--- src/rtl/fwd_hazard_unit.sv ---
// Operand forwarding and load-use hazard detection at the ID/EX boundary.
// Define FWD_STATS_EN to add saturating stall/forward event counters.
module fwd_hazard_unit #(
  parameter int XLEN      = 32,
  parameter int FWD_DEPTH = 2,
  parameter int LOAD_LAT  = 1
) (
  input  logic                      clk,
  input  logic                      reset,
  input  logic                      id_valid_i,
  input  logic [31:0]               instr_i,
  input  logic [XLEN-1:0]           pc_i,
  input  logic [XLEN-1:0]           imm_i,
  input  logic [XLEN-1:0]           r1_data_i,
  input  logic [XLEN-1:0]           r2_data_i,
  input  logic [FWD_DEPTH*XLEN-1:0] fwd_data_i,
  input  logic                      flush_i,
  output logic [XLEN-1:0]           op1_o,
  output logic [XLEN-1:0]           op2_o,
  output logic [XLEN-1:0]           data_o,
  output logic [4:0]                rs1_o,
  output logic [4:0]                rs2_o,
  output logic                      stall_o
`ifdef FWD_STATS_EN
  ,
  output logic [31:0]               stall_cnt_o,
  output logic [31:0]               fwd_cnt_o
`endif
);

  localparam logic [6:0] OP_R     = 7'b0110011;
  localparam logic [6:0] OP_I     = 7'b0010011;
  localparam logic [6:0] OP_L     = 7'b0000011;
  localparam logic [6:0] OP_S     = 7'b0100011;
  localparam logic [6:0] OP_B     = 7'b1100011;
  localparam logic [6:0] OP_LUI   = 7'b0110111;
  localparam logic [6:0] OP_AUIPC = 7'b0010111;
  localparam logic [6:0] OP_JAL   = 7'b1101111;
  localparam logic [6:0] OP_JALR  = 7'b1100111;

  typedef struct packed {
    logic       v;
    logic [4:0] rd;
    logic       ld;
  } sb_entry_t;

  sb_entry_t sb_q [FWD_DEPTH];
  sb_entry_t sb_new;

  logic [6:0] opcode;
  logic [4:0] rd;
  logic       is_r, is_i, is_l, is_s, is_b, is_lui, is_auipc, is_jal, is_jalr;
  logic       writes_rd, use_rs1, use_rs2, issue;
  logic [XLEN-1:0] rs1_val, rs2_val;
  logic       rs1_hit, rs2_hit, ld_hz;
  logic       unused_bits;

  assign opcode      = instr_i[6:0];
  assign rd          = instr_i[11:7];
  assign rs1_o       = instr_i[19:15];
  assign rs2_o       = instr_i[24:20];
  assign unused_bits = ^{instr_i[31:25], instr_i[14:12]};

  assign is_r     = (opcode == OP_R);
  assign is_i     = (opcode == OP_I);
  assign is_l     = (opcode == OP_L);
  assign is_s     = (opcode == OP_S);
  assign is_b     = (opcode == OP_B);
  assign is_lui   = (opcode == OP_LUI);
  assign is_auipc = (opcode == OP_AUIPC);
  assign is_jal   = (opcode == OP_JAL);
  assign is_jalr  = (opcode == OP_JALR);

  assign writes_rd = is_r | is_i | is_l | is_lui | is_auipc | is_jal | is_jalr;
  assign use_rs1   = ~(is_lui | is_auipc | is_jal);
  assign use_rs2   = is_r | is_s | is_b;

  // Walk oldest to youngest so the youngest match is the last assignment.
  always_comb begin
    rs1_val = r1_data_i;
    rs2_val = r2_data_i;
    rs1_hit = 1'b0;
    rs2_hit = 1'b0;
    ld_hz   = 1'b0;
    for (int k = FWD_DEPTH - 1; k >= 0; k--) begin
      if (use_rs1 && rs1_o != 5'd0 && sb_q[k].v && sb_q[k].rd == rs1_o) begin
        rs1_val = fwd_data_i[k*XLEN +: XLEN];
        rs1_hit = 1'b1;
        if (k < LOAD_LAT && sb_q[k].ld) ld_hz = 1'b1;
      end
      if (use_rs2 && rs2_o != 5'd0 && sb_q[k].v && sb_q[k].rd == rs2_o) begin
        rs2_val = fwd_data_i[k*XLEN +: XLEN];
        rs2_hit = 1'b1;
        if (k < LOAD_LAT && sb_q[k].ld) ld_hz = 1'b1;
      end
    end
  end

  assign stall_o = id_valid_i && !flush_i && ld_hz;
  assign issue   = id_valid_i && !stall_o && !flush_i;

  always_comb begin
    sb_new    = '0;
    sb_new.v  = issue && writes_rd && (rd != 5'd0);
    sb_new.rd = sb_new.v ? rd : 5'd0;
    sb_new.ld = sb_new.v && is_l;
  end

  // A stalled or flushed slot shifts in as a bubble so older loads keep draining.
  always_ff @(posedge clk or negedge reset) begin
    if (!reset) begin
      for (int k = 0; k < FWD_DEPTH; k++) sb_q[k] <= '0;
    end else begin
      sb_q[0] <= sb_new;
      for (int k = 1; k < FWD_DEPTH; k++) sb_q[k] <= sb_q[k-1];
    end
  end

  assign op1_o  = (is_b | is_auipc | is_jal | is_jalr) ? pc_i : rs1_val;
  assign op2_o  = (is_s | is_i | is_b | is_jal | is_jalr | is_lui | is_auipc | is_l)
                  ? imm_i : rs2_val;
  assign data_o = rs2_val;

`ifdef FWD_STATS_EN
  logic fwd_event;

  assign fwd_event = id_valid_i && !flush_i && !stall_o && (rs1_hit || rs2_hit);

  always_ff @(posedge clk or negedge reset) begin
    if (!reset) begin
      stall_cnt_o <= '0;
      fwd_cnt_o   <= '0;
    end else begin
      if (stall_o && stall_cnt_o != 32'hFFFF_FFFF) stall_cnt_o <= stall_cnt_o + 32'd1;
      if (fwd_event && fwd_cnt_o != 32'hFFFF_FFFF) fwd_cnt_o <= fwd_cnt_o + 32'd1;
    end
  end
`endif

endmodule
--- config.mk ---
export PLATFORM = sky130hd
export DESIGN_NAME = fwd_hazard_unit
export DESIGN_NICKNAME = d
export VERILOG_FILES = /design/src/rtl/fwd_hazard_unit.sv
export SDC_FILE = /design/constraint.sdc
export NUM_CORES = 1
export LEC_CHECK = 0
export CAP_MARGIN = 20
export CORE_AREA = 2 2 130 132
export DETAILED_ROUTE_END_ITERATION = 8
export DIE_AREA = 0 0 132 134
export GPL_ROUTABILITY_DRIVEN = 0
export SYNTH_ARGS = -nofsm -noshare
export SYNTH_HDL_FRONTEND = slang
export SYNTH_SLANG_ARGS = --single-unit
--- constraint.sdc ---
create_clock -name clk -period 5.63 [get_ports clk]
set_input_delay 1.126 -clock clk [delete_from_list [all_inputs] [get_ports clk]]
set_output_delay 1.126 -clock clk [all_outputs]
set_load 0.02 [all_outputs]
# Word-level counts from Yosys, hierarchy flattened
# Index checks and enable logic that the tools add are counted.
[totals]
regBits = 13
latch_bits = 0
ram_bits = 0
mem_bits_ro = 0
input_bits = 228
word_cells = 72
mem_count = 0
[classes]
addsub = 0
multipliers = 0
div = 0
order_cmp = 0
eq_ne = 13
shifts = 0
n_mux = 11
n_bitwise = 21
n_reduce_logical = 22
[op_table]
columns = ["op", "count"]
rows = [
  ["2-to-1 mux 32 bit", 6],
  ["equality test 7 x 6 -> 1 bit, second input constant", 3],
  ["equality test 7 bit, second input constant", 3],
  ["equality test 5 bit", 4],
  ["OR 1 bit", 20],
  ["logical AND 1 bit", 17],
  ["nonzero test 5 bit", 3],
  ["equality test 7 x 5 -> 1 bit, second input constant", 2],
  ["equality test 7 x 2 -> 1 bit, second input constant", 1],
  ["2-to-1 mux 5 bit", 1],
  ["2-to-1 mux 1 bit", 4],
  ["logical NOT 1 bit", 2],
  ["inverter 1 bit", 1],
]

# Longest topological paths before layout
[logic_depth]
depth_word = 17
mapped_depth = 9

# Worst setup path before layout
# Ideal clock, no wire load.
[synth_timing]
kind = "in2out"
from = "in instr_i[23]"
to = "out op2_o[10]"
arrival_time_ps = 2936
slack_ps = 1568
cell_stages = 8
n_path_buf = 2
cell_sequence = "xor2_1 nor4_1 and4_1 clkbuf_1 buf_2 nand2_1 a31oi_1 mux2_2"
[synth_via]
elab_chain_len = 7
word_cells_on_any_way = 11
classes_between = "2 x eq/ne; 3 x mux; 6 x reduce/logical"
[synth_lines]
columns = ["item", "line_no", "source"]
rows = [
  ["start: declaration", "11", "input logic [31:0] instr_i,"],
  ["nonzero test 5 bit", "91", "if (use_rs2 && rs2_o != 5'd0 && sb_q[k].v && sb_q[k].rd == rs2_o) begin"],
  ["logical AND 1 bit (3 in a row)", "91", ""],
  ["2-to-1 mux 32 bit", "91", ""],
  ["2-to-1 mux 32 bit (*)", "91", ""],
  ["named net data_o[10]", "20", "output logic [XLEN-1:0] data_o,"],
  ["2-to-1 mux 32 bit (*)", "121", "? imm_i : rs2_val;"],
  ["end: declaration", "19", "output logic [XLEN-1:0] op2_o,"],
]
# The timed path passes the listed nets; every way through them passes the cells marked *.

# Final worst setup path
[layout_timing]
from = "in instr_i[4]"
to = "out op1_o[10]"
[layout_via]
elab_chain_len = 10
word_cells_on_any_way = 19
classes_between = "5 x eq/ne; 3 x mux; 6 x bitwise; 5 x reduce/logical"
[layout_lines]
columns = ["item", "line_no", "source"]
rows = [
  ["equality test 7 x 6 -> 1 bit or equality test 7 x 5 -> 1 bit (tied branches)", "69, 70", ""],
  ["OR 1 bit (2 in a row)", "75", "assign use_rs1 = ~(is_lui | is_auipc | is_jal);"],
  ["inverter 1 bit", "75", ""],
  ["logical AND 1 bit (3 in a row)", "86", "if (use_rs1 && rs1_o != 5'd0 && sb_q[k].v && sb_q[k].rd == rs1_o) begin"],
  ["2-to-1 mux 32 bit (2 in a row)", "86", ""],
  ["2-to-1 mux 32 bit (*)", "119", "assign op1_o = (is_b | is_auipc | is_jal | is_jalr) ? pc_i : rs1_val;"],
  ["end: declaration", "18", "output logic [XLEN-1:0] op1_o,"],
]
# Every way passes the cells marked *; elsewhere a longest branch is shown, timed or not.

==> reports/qor.txt <==
============================================================================
Result of the run                                                  completed
Slowest CP cell                                                 sky130_fd_sc_hd__clkdlybuf4s50_1
Clock tree from TritonCTS                                               done
Top post-synthesis cells by count                               86 x sky130_fd_sc_hd__nand2_1, 55 x sky130_fd_sc_hd__nor2_1, 32 x sky130_fd_sc_hd__a31oi_1, 32 x sky130_fd_sc_hd__mux2_2
Netlist Area Pre-Place                                              2720 µm²
Largest fanout on the critical path                                       16
Chip width                                                            132 µm
Total via count after detailed routing                                  4243
Hold WS                                                             0.400 ns
Share of synthesized cell area in and, or, nand and nor gates          27.2%
WP data arrival                                                      4.08 ns
Global-route usage over all layers                                     18.0%
Count of state elements after synthesis                                   13
Detail Route Antenna Nets                                                  0
Total overflow reported by the global router                               0
Leakage power of the design                                          2.42 nW
Unrepaired setup endpoints after global routing                        false
Clock root buffer master                                        sky130_fd_sc_hd__clkbuf_16
Area Growth Syn to Fin                                                  130%
Yosys synthesis warning count                                              0
Post-route minimum period                                            5.21 ns
Number of ports placed on the die boundary                               335
Final count of pins violating max slew                                     0
First-pass DRT Iterations                                                  4
Core area                                                          16300 µm²
Portion of netlist area occupied by mux cells                          13.2%
Startpoint class of the critical path                             input port
Cell taking the most area after synthesis                       sky130_fd_sc_hd__mux2_2
Main combinational cell family by area after synthesis          compound AO/OA/AOI/OAI gates
Critical path required time                                          4.50 ns
Starting DRT DRC Count                                                   154
Worst-case clock skew                                            0.000401 ns
# Post-CTS Setup Buffers                                                   0
Critical path class                                             input port to output port
Transition time of the tightest slew-check pin                      0.564 ns
H-tree levels                                                              1
Critical path buffers and inverters                                        4
Total of max-cap violations                                                0
Syn nets                                                                 622
Post-DR vias/cell                                                       4.62
Final worst-path cycle share                                           92.5%
Gates resized, CTS repair                                                  0
Total power consumption of the routed design                          631 µW
CTS sink count                                                            13
Share of layout cells above drive strength 1                           10.5%
Register with the most flip-flops                                       sb_q
Per-instance average area after synthesis                           6.91 µm²
Total of hold buffers inserted after clock tree synthesis                  0
# nets final                                                             926
FFs w/ async S/R, synth                                                 100%
Xor and xnor fraction of the mapped netlist area                       6.43%
Dominant register cell in the synthesized netlist               sky130_fd_sc_hd__dfrtp_1
Biggest area contributors in the synthesized netlist            sky130_fd_sc_hd__mux2_2 13%, sky130_fd_sc_hd__dfrtp_1 12%, sky130_fd_sc_hd__nand2_1 12%
Yosys cell types                                                          44
Hold Vio Cnt, Final                                                        0
Number of I/O port buffers                                               324
Number of DRC violations after detailed routing                            0
Peak Freq                                                            192 MHz
Floorplan die area                                                 17700 µm²
Cell family with most CP delay                                  buffers and inverters
Maximum vdd drop                                                   0.0842 mV
CTS clock-pin slew for the worst setup and hold paths                0.04 ns
Top Registers                                                       sb_q x13
Post-synthesis instance total                                            394
Number of enable flip-flop cells after synthesis                           0
Final WL                                                             17.1 mm
Series of cell instances along the critical path                clkdlybuf4s50_1 > and3b_1 > a21boi_0 > o21ai_2 > buf_4 > and2_1 > buf_4 > a221o_1 > clkdlybuf4s50_1
Number of cell rows                                                       47
Initial antenna violation count                                            1
Dpl cells                                                                913
Compound-gate portion of the synthesized area                          32.6%
Clk buf depth                                                              2
Number of global-route vias before repair                               4195
Placed wire-length estimate                                          14.0 mm
Starting density of the core                                           16.7%
Final setup violation count                                                0
Routed wirelength normalized by instance count                       18.7 µm
Height of the die                                                     134 µm
Hold WC Path Type                                               flip-flop to flip-flop
Clock buffer count from CTS                                                3
Global-route wire length before repair                               24.8 mm
Clock Latency Late Sink                                              0.24 ns
Area fraction of the dominant cell type after synthesis                13.2%
Worst Setup End Kind                                             output port
Slowest stage delay, CP                                              0.55 ns
Total negative slack for setup checks                                   0 ns
Non-filler cells, final                                                  918
Pin count of the biggest net entering global routing                      42
Count leader, synth                                             sky130_fd_sc_hd__nand2_1
Power per Cell Area                                               101 nW/µm²
Sequential element share of the synthesized area                       11.9%
Headroom to the max-slew limit                                         62.3%
Max FFs per register                                                      13
Adder-cell area share of the yosys netlist                                0%
============================================================================
## power breakdown
part	total, mW	switching [mW]	internal [mW]
Clock	0.132	0.0374	0.0942
Combinational	0.405	0.155	0.249
Sequential	0.0948	0.000497	0.0943
Total	0.631	0.193	0.438
## per-layer routing
| layer | wire, µm | global-route usage, % |
|---|---|---|
| met5 | 0 | 0 |
| met4 | 209 | 3.02 |
| met2 | 8780 | 33.7 |
| met1 | 7030 | 22.0 |
| met3 | 1130 | 2.61 |
## cell usage in the layout (no fill, tap or decap), types with 2 or more instances in the layout
cell | synthesis | final
sky130_fd_sc_hd__a21oi_1 | 4 | 4
sky130_fd_sc_hd__a221o_1 | 16 | 16
sky130_fd_sc_hd__a22oi_1 | 16 | 16
sky130_fd_sc_hd__a31oi_1 | 32 | 32
sky130_fd_sc_hd__and2_1 | 10 | 10
sky130_fd_sc_hd__and4_1 | 2 | 2
sky130_fd_sc_hd__and4b_1 | 2 | 2
sky130_fd_sc_hd__buf_12 | 0 | 3
sky130_fd_sc_hd__buf_4 | 11 | 14
sky130_fd_sc_hd__clkbuf_16 | 0 | 3
sky130_fd_sc_hd__clkdlybuf4s50_1 | 0 | 324
sky130_fd_sc_hd__dfrtp_1 | 13 | 13
sky130_fd_sc_hd__mux2_2 | 32 | 32
sky130_fd_sc_hd__nand2_1 | 86 | 86
sky130_fd_sc_hd__nand3b_1 | 2 | 2
sky130_fd_sc_hd__nand4_1 | 3 | 3
sky130_fd_sc_hd__nor2_1 | 55 | 55
sky130_fd_sc_hd__nor3_1 | 2 | 2
sky130_fd_sc_hd__nor4_1 | 3 | 3
sky130_fd_sc_hd__o221a_2 | 16 | 16
sky130_fd_sc_hd__o22ai_1 | 16 | 16
sky130_fd_sc_hd__or4_1 | 2 | 2
sky130_fd_sc_hd__xnor2_1 | 8 | 8
sky130_fd_sc_hd__xor2_1 | 12 | 12
## worst paths after layout
path | from | to | slack (ns) | cells past startpoint
worst min-delay path | sb_q[13]$_DFF_PN0_ | sb_q[6]$_DFF_PN0_ | 0.40 | 0
worst min register to register | sb_q[13]$_DFF_PN0_ | sb_q[6]$_DFF_PN0_ | 0.40 | 0
max in group asynchronous | reset | sb_q[3]$_DFF_PN0_ | 4.01 | 1
worst max-delay path | instr_i[4] | op1_o[10] | 0.42 | 9
min in group asynchronous | reset | sb_q[11]$_DFF_PN0_ | 1.25 | 1
worst max register to register | sb_q[10]$_DFF_PN0_ | sb_q[10]$_DFF_PN0_ | 3.40 | 7
## cell families after synthesis
kind of cell,after synthesis
multiplexers,32
buffers and inverters,43
AO/OA/AOI/OAI,114
AND/OR/NAND/NOR,172
flip-flops,13
XOR/XNOR,20
## layout make-up
| cell class | instances | area (µm²) |
|---|---|---|
| Antenna cell | 1 | 2.50 |
| Fill cell | 1736 | 10000 |
| Inverter | 1 | 3.75 |
| Timing Repair Buffer | 341 | 3410 |
| Clock inverter | 1 | 5.00 |
| Sequential cell | 13 | 325 |
| Multi-Input combinational cell | 338 | 2180 |
| Clock buffer | 3 | 75.1 |
| Tap cell | 220 | 275 |
## per-stage QoR
| step | setup slack (ns) | cell area [µm²] | util (%) |
|---|---|---|---|
| 2_1_floorplan | 1.57 | 2720 | - |
| 3_3_place_gp | 0.428 | 6190 | 38.0 |
| 3_5_place_dp | 0.427 | 6190 | 38.0 |
| 4_1_cts | 0.425 | 6270 | 38.5 |
| 5_1_grt | 0.295 | 6270 | 38.5 |
| 6_report | 0.421 | 6270 | 38.5 |
Note: power is estimated with default switching activity, not from simulation.
